<file path="config.mk">
export PLATFORM = sky130hd
export DESIGN_NAME = cpu_ldm_stm_seq
export DESIGN_NICKNAME = d
export VERILOG_FILES = /design/src/rtl/cpu_ldm_stm_seq_pkg.sv /design/src/rtl/cpu_ldm_stm_seq_prienc.sv /design/src/rtl/cpu_ldm_stm_seq.sv
export SDC_FILE = /design/constraint.sdc
export NUM_CORES = 1
export LEC_CHECK = 0
export ABC_CLOCK_PERIOD_IN_PS = 7700
export CAP_MARGIN = 20
export CORE_MARGIN = 8
export CORE_UTILIZATION = 61
export CTS_BUF_LIST = sky130_fd_sc_hd__clkbuf_4 sky130_fd_sc_hd__clkbuf_8
export DETAILED_ROUTE_END_ITERATION = 7
export DONT_BUFFER_PORTS = 1
export PLACE_DENSITY = 0.77
export SKIP_LAST_GASP = 1
export SLEW_MARGIN = 20
export SYNTH_ARGS = -nofsm -noshare
export SYNTH_HDL_FRONTEND = slang
export SYNTH_SLANG_ARGS = --single-unit
</file>
<file path="constraint.sdc">
create_clock -name clk -period 7.7 [get_ports clk]
set_input_delay 1.54 -clock clk [delete_from_list [all_inputs] [get_ports clk]]
set_output_delay 1.54 -clock clk [all_outputs]
set_load 0.05 [all_outputs]
</file>
<file path="src/rtl/cpu_ldm_stm_seq_pkg.sv">
`default_nettype none
// +----------------------------------------------------------------------------+
// | cpu_pkg: shared types for the LDM/STM sequencer (states, modes, popcount)  |
// | Revision: 1.0                                                              |
// +----------------------------------------------------------------------------+
package cpu_pkg;

  typedef enum logic [1:0] {
    S_IDLE = 2'd0,
    S_XFER = 2'd1,
    S_DONE = 2'd2
  } lsm_state_t;

  localparam logic [1:0] MEM_WIDTH_WORD = 2'h2;

  // Addressing mode is the concatenation {p, u}
  typedef enum logic [1:0] {
    AM_DA = 2'b00,
    AM_IA = 2'b01,
    AM_DB = 2'b10,
    AM_IB = 2'b11
  } lsm_amode_t;

  localparam int POPCOUNT_MAX_W = 64;

  function automatic logic [6:0] popcount(input logic [POPCOUNT_MAX_W-1:0] v);
    logic [6:0] c;
    c = '0;
    for (int i = 0; i < POPCOUNT_MAX_W; i++) begin
      c = c + {6'd0, v[i]};
    end
    return c;
  endfunction

endpackage
`default_nettype wire

</file>
<file path="src/rtl/cpu_ldm_stm_seq_prienc.sv">
`default_nettype none
// +----------------------------------------------------------------------------+
// | lsm_prienc: lowest-set-bit priority encoder with valid flag                |
// | Revision: 1.0                                                              |
// +----------------------------------------------------------------------------+
module lsm_prienc #(
  parameter int NREGS = 16,
  parameter int IDX_W = 4
) (
  input  logic [NREGS-1:0] vec,
  output logic [IDX_W-1:0] idx,
  output logic             valid
);

  // Scan from the top so the lowest set bit is the last (winning) write
  always_comb begin
    idx = '0;
    for (int i = NREGS - 1; i >= 0; i--) begin
      if (vec[i]) begin
        idx = IDX_W'(i);
      end
    end
    valid = |vec;
  end

endmodule
`default_nettype wire

</file>
<file path="src/rtl/cpu_ldm_stm_seq.sv">
`default_nettype none
// +----------------------------------------------------------------------------+
// | cpu_ldm_stm_seq: LDM/STM block-transfer sequencer on the mem_ok word bus   |
// | Revision: 1.0                                                              |
// +----------------------------------------------------------------------------+
module cpu_ldm_stm_seq
  import cpu_pkg::*;
#(
  parameter int ADDR_W = 32,
  parameter int DATA_W = 32,
  parameter int NREGS  = 16,
  parameter int IDX_W  = 4
) (
  input  logic              clk,
  input  logic              rstn,
  input  logic              start,
  input  logic [NREGS-1:0]  reg_list,
  input  logic [ADDR_W-1:0] base,
  input  logic [IDX_W-1:0]  base_idx,
  input  logic              p_bit,
  input  logic              u_bit,
  input  logic              w_bit,
  input  logic              l_bit,
  output logic              busy,
  output logic              done,
  output logic [IDX_W-1:0]  rd_idx,
  input  logic [DATA_W-1:0] rd_data,
  output logic              wr_en,
  output logic [IDX_W-1:0]  wr_idx,
  output logic [DATA_W-1:0] wr_data,
  output logic              wb_en,
  output logic [ADDR_W-1:0] wb_data,
  output logic [ADDR_W-1:0] mem_addr,
  output logic [DATA_W-1:0] mem_wdata,
  input  logic [DATA_W-1:0] mem_rdata,
  output logic              mem_read,
  output logic              mem_write,
  output logic [1:0]        mem_width,
  input  logic              mem_ok
);

  lsm_state_t        state_q,   state_d;
  logic [NREGS-1:0]  list_q,    list_d;
  logic              load_q,    load_d;
  logic [ADDR_W-1:0] addr_q,    addr_d;
  logic              wb_en_q,   wb_en_d;
  logic [ADDR_W-1:0] wb_data_q, wb_data_d;

  logic [IDX_W-1:0]  cur_idx;
  logic              cur_valid;
  logic [IDX_W:0]    req_n;
  logic [ADDR_W-1:0] four_n;
  logic [ADDR_W-1:0] start_addr;
  logic [ADDR_W-1:0] wb_value;
  logic              in_xfer;
  logic              in_done;

  lsm_prienc #(
    .NREGS (NREGS),
    .IDX_W (IDX_W)
  ) u_prienc (
    .vec   (list_q),
    .idx   (cur_idx),
    .valid (cur_valid)
  );

  always_comb begin
    req_n    = (IDX_W + 1)'(popcount(POPCOUNT_MAX_W'(reg_list)));
    four_n   = ADDR_W'(req_n) << 2;
    wb_value = u_bit ? (base + four_n) : (base - four_n);
    // Beats always run upward, so descending modes start at the lowest word
    case (lsm_amode_t'({p_bit, u_bit}))
      AM_IA:   start_addr = base;
      AM_IB:   start_addr = base + ADDR_W'(4);
      AM_DA:   start_addr = base - four_n + ADDR_W'(4);
      AM_DB:   start_addr = base - four_n;
      default: start_addr = base;
    endcase
  end

  always_comb begin
    state_d   = state_q;
    list_d    = list_q;
    load_d    = load_q;
    addr_d    = addr_q;
    wb_en_d   = wb_en_q;
    wb_data_d = wb_data_q;
    case (state_q)
      S_IDLE: begin
        if (start) begin
          list_d    = reg_list;
          load_d    = l_bit;
          addr_d    = {start_addr[ADDR_W-1:2], 2'b00};
          // A base register reloaded by LDM takes priority over writeback
          wb_en_d   = w_bit && !(l_bit && reg_list[base_idx]) && (req_n != '0);
          wb_data_d = wb_value;
          state_d   = (req_n == '0) ? S_DONE : S_XFER;
        end
      end
      S_XFER: begin
        if (mem_ok && cur_valid) begin
          list_d = list_q & ~(NREGS'(1) << cur_idx);
          addr_d = addr_q + ADDR_W'(4);
          if (list_d == '0) begin
            state_d = S_DONE;
          end
        end
      end
      S_DONE:  state_d = S_IDLE;
      default: state_d = S_IDLE;
    endcase
  end

  always_ff @(posedge clk) begin
    if (!rstn) begin
      state_q   <= S_IDLE;
      list_q    <= '0;
      load_q    <= 1'b0;
      addr_q    <= '0;
      wb_en_q   <= 1'b0;
      wb_data_q <= '0;
    end else begin
      state_q   <= state_d;
      list_q    <= list_d;
      load_q    <= load_d;
      addr_q    <= addr_d;
      wb_en_q   <= wb_en_d;
      wb_data_q <= wb_data_d;
    end
  end

  always_comb begin
    in_xfer   = (state_q == S_XFER);
    in_done   = (state_q == S_DONE);
    busy      = (state_q != S_IDLE);
    done      = in_done;
    mem_read  = in_xfer && load_q;
    mem_write = in_xfer && !load_q;
    mem_width = MEM_WIDTH_WORD;
    mem_addr  = in_xfer ? addr_q : '0;
    rd_idx    = in_xfer ? cur_idx : '0;
    mem_wdata = mem_write ? rd_data : '0;
    wr_en     = mem_read && mem_ok;
    wr_idx    = wr_en ? cur_idx : '0;
    wr_data   = wr_en ? mem_rdata : '0;
    wb_en     = in_done && wb_en_q;
    wb_data   = in_done ? wb_data_q : '0;
  end

endmodule
`default_nettype wire

</file>
==> summary.txt <==
STA
  • Clock Skews: 15.3 ps
  • Post-layout minimum cycle time: 7480 ps
  • Tightest Pin Transition: 1040 ps
  • Final Hold Violating Endpoints: 0
  • Fin crit share: 97.1%
  • Setup TNS: 0 ps
  • RSZ-0062 raised after global routing: no
  • Finish-stage setup viols: 0
  • Achievable Freq: 134 MHz
  • Hold Worst Slack: 452 ps
  • Final Max Tran Viols: 0
  • Normalized max-slew margin: 30.4%

GRT
  • First-pass GRT wire length: 56700 um
  • Total track usage: 36.8%
  • Antenna violations before repair: 12
  • Gr ovfl total: 0
  • Vias in the first global route: 9378
  • Largest net degree at the start of global routing: 70

Run
  • Max Cap Viol: 0

Drt
  • Drt first pass iters: 6
  • # DRC: 0
  • Iteration-0 DRC Markers: 1549
  • Antenna viol nets, final: 0
  • WL/cell: 24.2 um
  • Via count: 10500
  • Post-Route WL: 37300 um
  • Mean number of vias per cell: 6.79

Placement
  • Dpl cell area: 0.00962 mm^2
  • PortBufs: 0
  • Inst Count DP: 1517
  • Routability cong.: 1.09
  • DP HPWL: 29200 um

Floorplan
  • Die Width: 139 um
  • # rows: 45
  • IO Count: 268
  • Die ar.: 0.0193 mm^2
  • Die Ht: 139 um
  • Initial Util: 61.5%
  • Core area: 0.0150 mm^2

Logic synthesis
  • Yosys cell types: 85
  • Post-synthesis cell area: 0.00921 mm^2
  • Synth Area per Inst: 6.79 um^2
  • FF+latch count, synth: 82
  • Post-synth EDFFs: 0
  • Sequential-to-total area share from yosys stat: 17.8%
  • Gate Count Post-Synth: 1356
  • Yosys warnings: 0
  • Ys async rst share: 0%
  • Primary FF master, synth: dfxtp_1

Worst setup path
  • Worst Path Required: 7970 ps
  • Crit-path slowest cell: or4_1
  • CP Data Arrival Time: 7750 ps
  • Crit end category: flip-flop
  • CP startpoint kind: input pin
  • CP dominant cell by count: inv_1
  • Kind of critical path: in2reg
  • Crit path max fanout: 6
  • CP max stage delay: 600 ps

Cells and area
  • Multi-input gate area: 0.00702 mm^2
  • Non-filler cells, final: 1543
  • Final-layout fill cell count: 1384
  • Synthesis-to-layout area growth: 7.49%
  • Reg area: 0.00164 mm^2
  • Design area: 0.00990 mm^2
  • Nets: 1498
  • Layout cells sized above 1: 10.4%

CTS
  • Inserted Clock Buffers: 9
  • Hold buffer count at cts: 0
  • Root Buffer: clkbuf_8
  • TritonCTS clock tree: built
  • H-tree depth: 3
  • Post-CTS setup buffer count: 0
  • Worst-case clock buffer depth: 2
  • Worst-Skew Late Latency: 390 ps
  • Cts repair resizes: 0
  • Sink Count: 82
  • Clock slew seen by the registers of the worst setup and hold paths: 100 ps

Pwr
  • P_leak: 0.00364 uW
  • Clock power frac: 9.3%
  • Switching power: 2070 uW
  • Cell internal pwr: 1600 uW
  • Combinational Power Share: 70.2%
  • PD cells: 371 mW/mm^2
  • Seq pwr share: 20.5%
  • Switching share of power: 56.3%
  • Final Power: 3670 uW
  • Maximum VDD drop: 0.302 mV

Status
  • Status: completed

Worst hold path
  • Worst Hold Class: reg2reg
[cells in the mapped netlist (21+ instances only)]
| library cell | instances | area, um^2 |
|---|---|---|
| nor2_1 | 117 | 439 |
| dfxtp_1 | 82 | 1640 |
| nand4_1 | 23 | 144 |
| xnor2_1 | 46 | 403 |
| a21oi_1 | 122 | 611 |
| clkbuf_1 | 82 | 308 |
| inv_1 | 55 | 206 |
| ha_1 | 21 | 263 |
| nand3_1 | 49 | 245 |
| and2_1 | 134 | 838 |
| nor4_1 | 23 | 144 |
| o21ai_0 | 83 | 415 |
| nor3_1 | 39 | 195 |
| nand2_1 | 160 | 601 |
[layout by cell type (no fill, tap or decap), drive strengths merged, types with 6 or more instances in the layout]
cell type  netlist  layout
nand3b           6       6
clkbuf          83       9
dfxtp           82      82
o31ai            9       9
o221ai           8       8
and2           134     134
nand2          161     161
nor2b           10      10
inv             55      58
buf             21      75
nor2           117     117
fa              12      12
and3            16      16
o21ai           84      84
a21oi          123     123
nand2b           7       7
o22ai            9       9
nand4           23      23
nor3            41      41
o31a            10      10
a21o             7       7
a221o            6       6
a31oi           17      17
nor3b            6       6
or3             11      11
xnor2           46      46
a211oi          17      18
nand3           49      49
or4             14      14
diode            0       9
nor4            28      28
xor2            19      19
a22oi            7       7
ha              21      21
o211ai           7       7
[stage by stage]
| stage | util, % | worst slack [ps] |
|---|---|---|
| 2_1_floorplan | - | 71.2 |
| 3_3_place_gp | 64.2 | -52.1 |
| 3_5_place_dp | 64.2 | -169 |
| 4_1_cts | 65.6 | 227 |
| 5_1_grt | 66.1 | 7.94 |
| 6_report | 66.1 | 223 |
[power by group through the flow]
stage	Clock [uW]	Sequential, uW	Combinational, uW
2_1_floorplan	0	677	1840
3_3_place_gp	0	747	2450
3_5_place_dp	0	752	2490
4_1_cts	343	742	2500
5_1_grt	358	771	2770
6_report	341	752	2580
[kinds of logic after synthesis]
logic type	after synthesis	share of synthesized area [%]
multiplexers	13	2.13
adder cells (fa/ha/maj)	34	5.57
other	2	0.0816
buffers and inverters	160	7.00
flip-flops	82	17.8
AO/OA/AOI/OAI	360	25.0
XOR/XNOR	65	6.18
AND/OR/NAND/NOR	640	36.2
[worst max-delay path: cells and delay by family]
family / cells / cell delay, ps
adder cells (fa/ha/maj): 7 / 2790
buffers and inverters: 8 / 800
AND/OR/NAND/NOR: 5 / 1390
AO/OA/AOI/OAI: 7 / 1230
[final cells by class]
| cell class | count | share of cell area [%] |
|---|---|---|
| clock inverters | 7 | 0.784 |
| inverters | 56 | 2.12 |
| flip-flops and latches | 82 | 16.6 |
| diodes | 9 | 0.228 |
| clock buffers | 9 | 1.25 |
| repair buffers | 75 | 5.69 |
| multi-input cells | 1117 | 71.0 |
| well taps | 188 | 2.38 |
[state kept, by name, indices dropped and copies added (netlist names)]
name and flops:
wb_data_q 32, addr_q 30, list_q 16, state_q 2, load_q 1, wb_en_q 1
[layer usage]
| metal | up-vias | GRT usage (%) | wire, um |
|---|---|---|---|
| met2 | 731 | 59.1 | 17200 |
| met3 | 106 | 8.50 | 4180 |
| li1 | 4792 | - | - |
| met4 | 0 | 16.4 | 1660 |
| met1 | 4852 | 46.3 | 14400 |
| met5 | - | 0 | 0 |
[worst paths after layout]
| path | endpoint | slack (ps) | startpoint | cells after the start |
|---|---|---|---|---|
| setup / recovery | addr_q[29] | 220 | reg_list[11] | 27 |
| hold / removal | wb_data_q[19] | 450 | wb_data_q[19] | 2 |
| setup reg to reg | addr_q[14] | 3780 | list_q[5] | 9 |
| hold reg to reg | wb_data_q[19] | 450 | wb_data_q[19] | 2 |
Power figures use the tool's default switching activity.
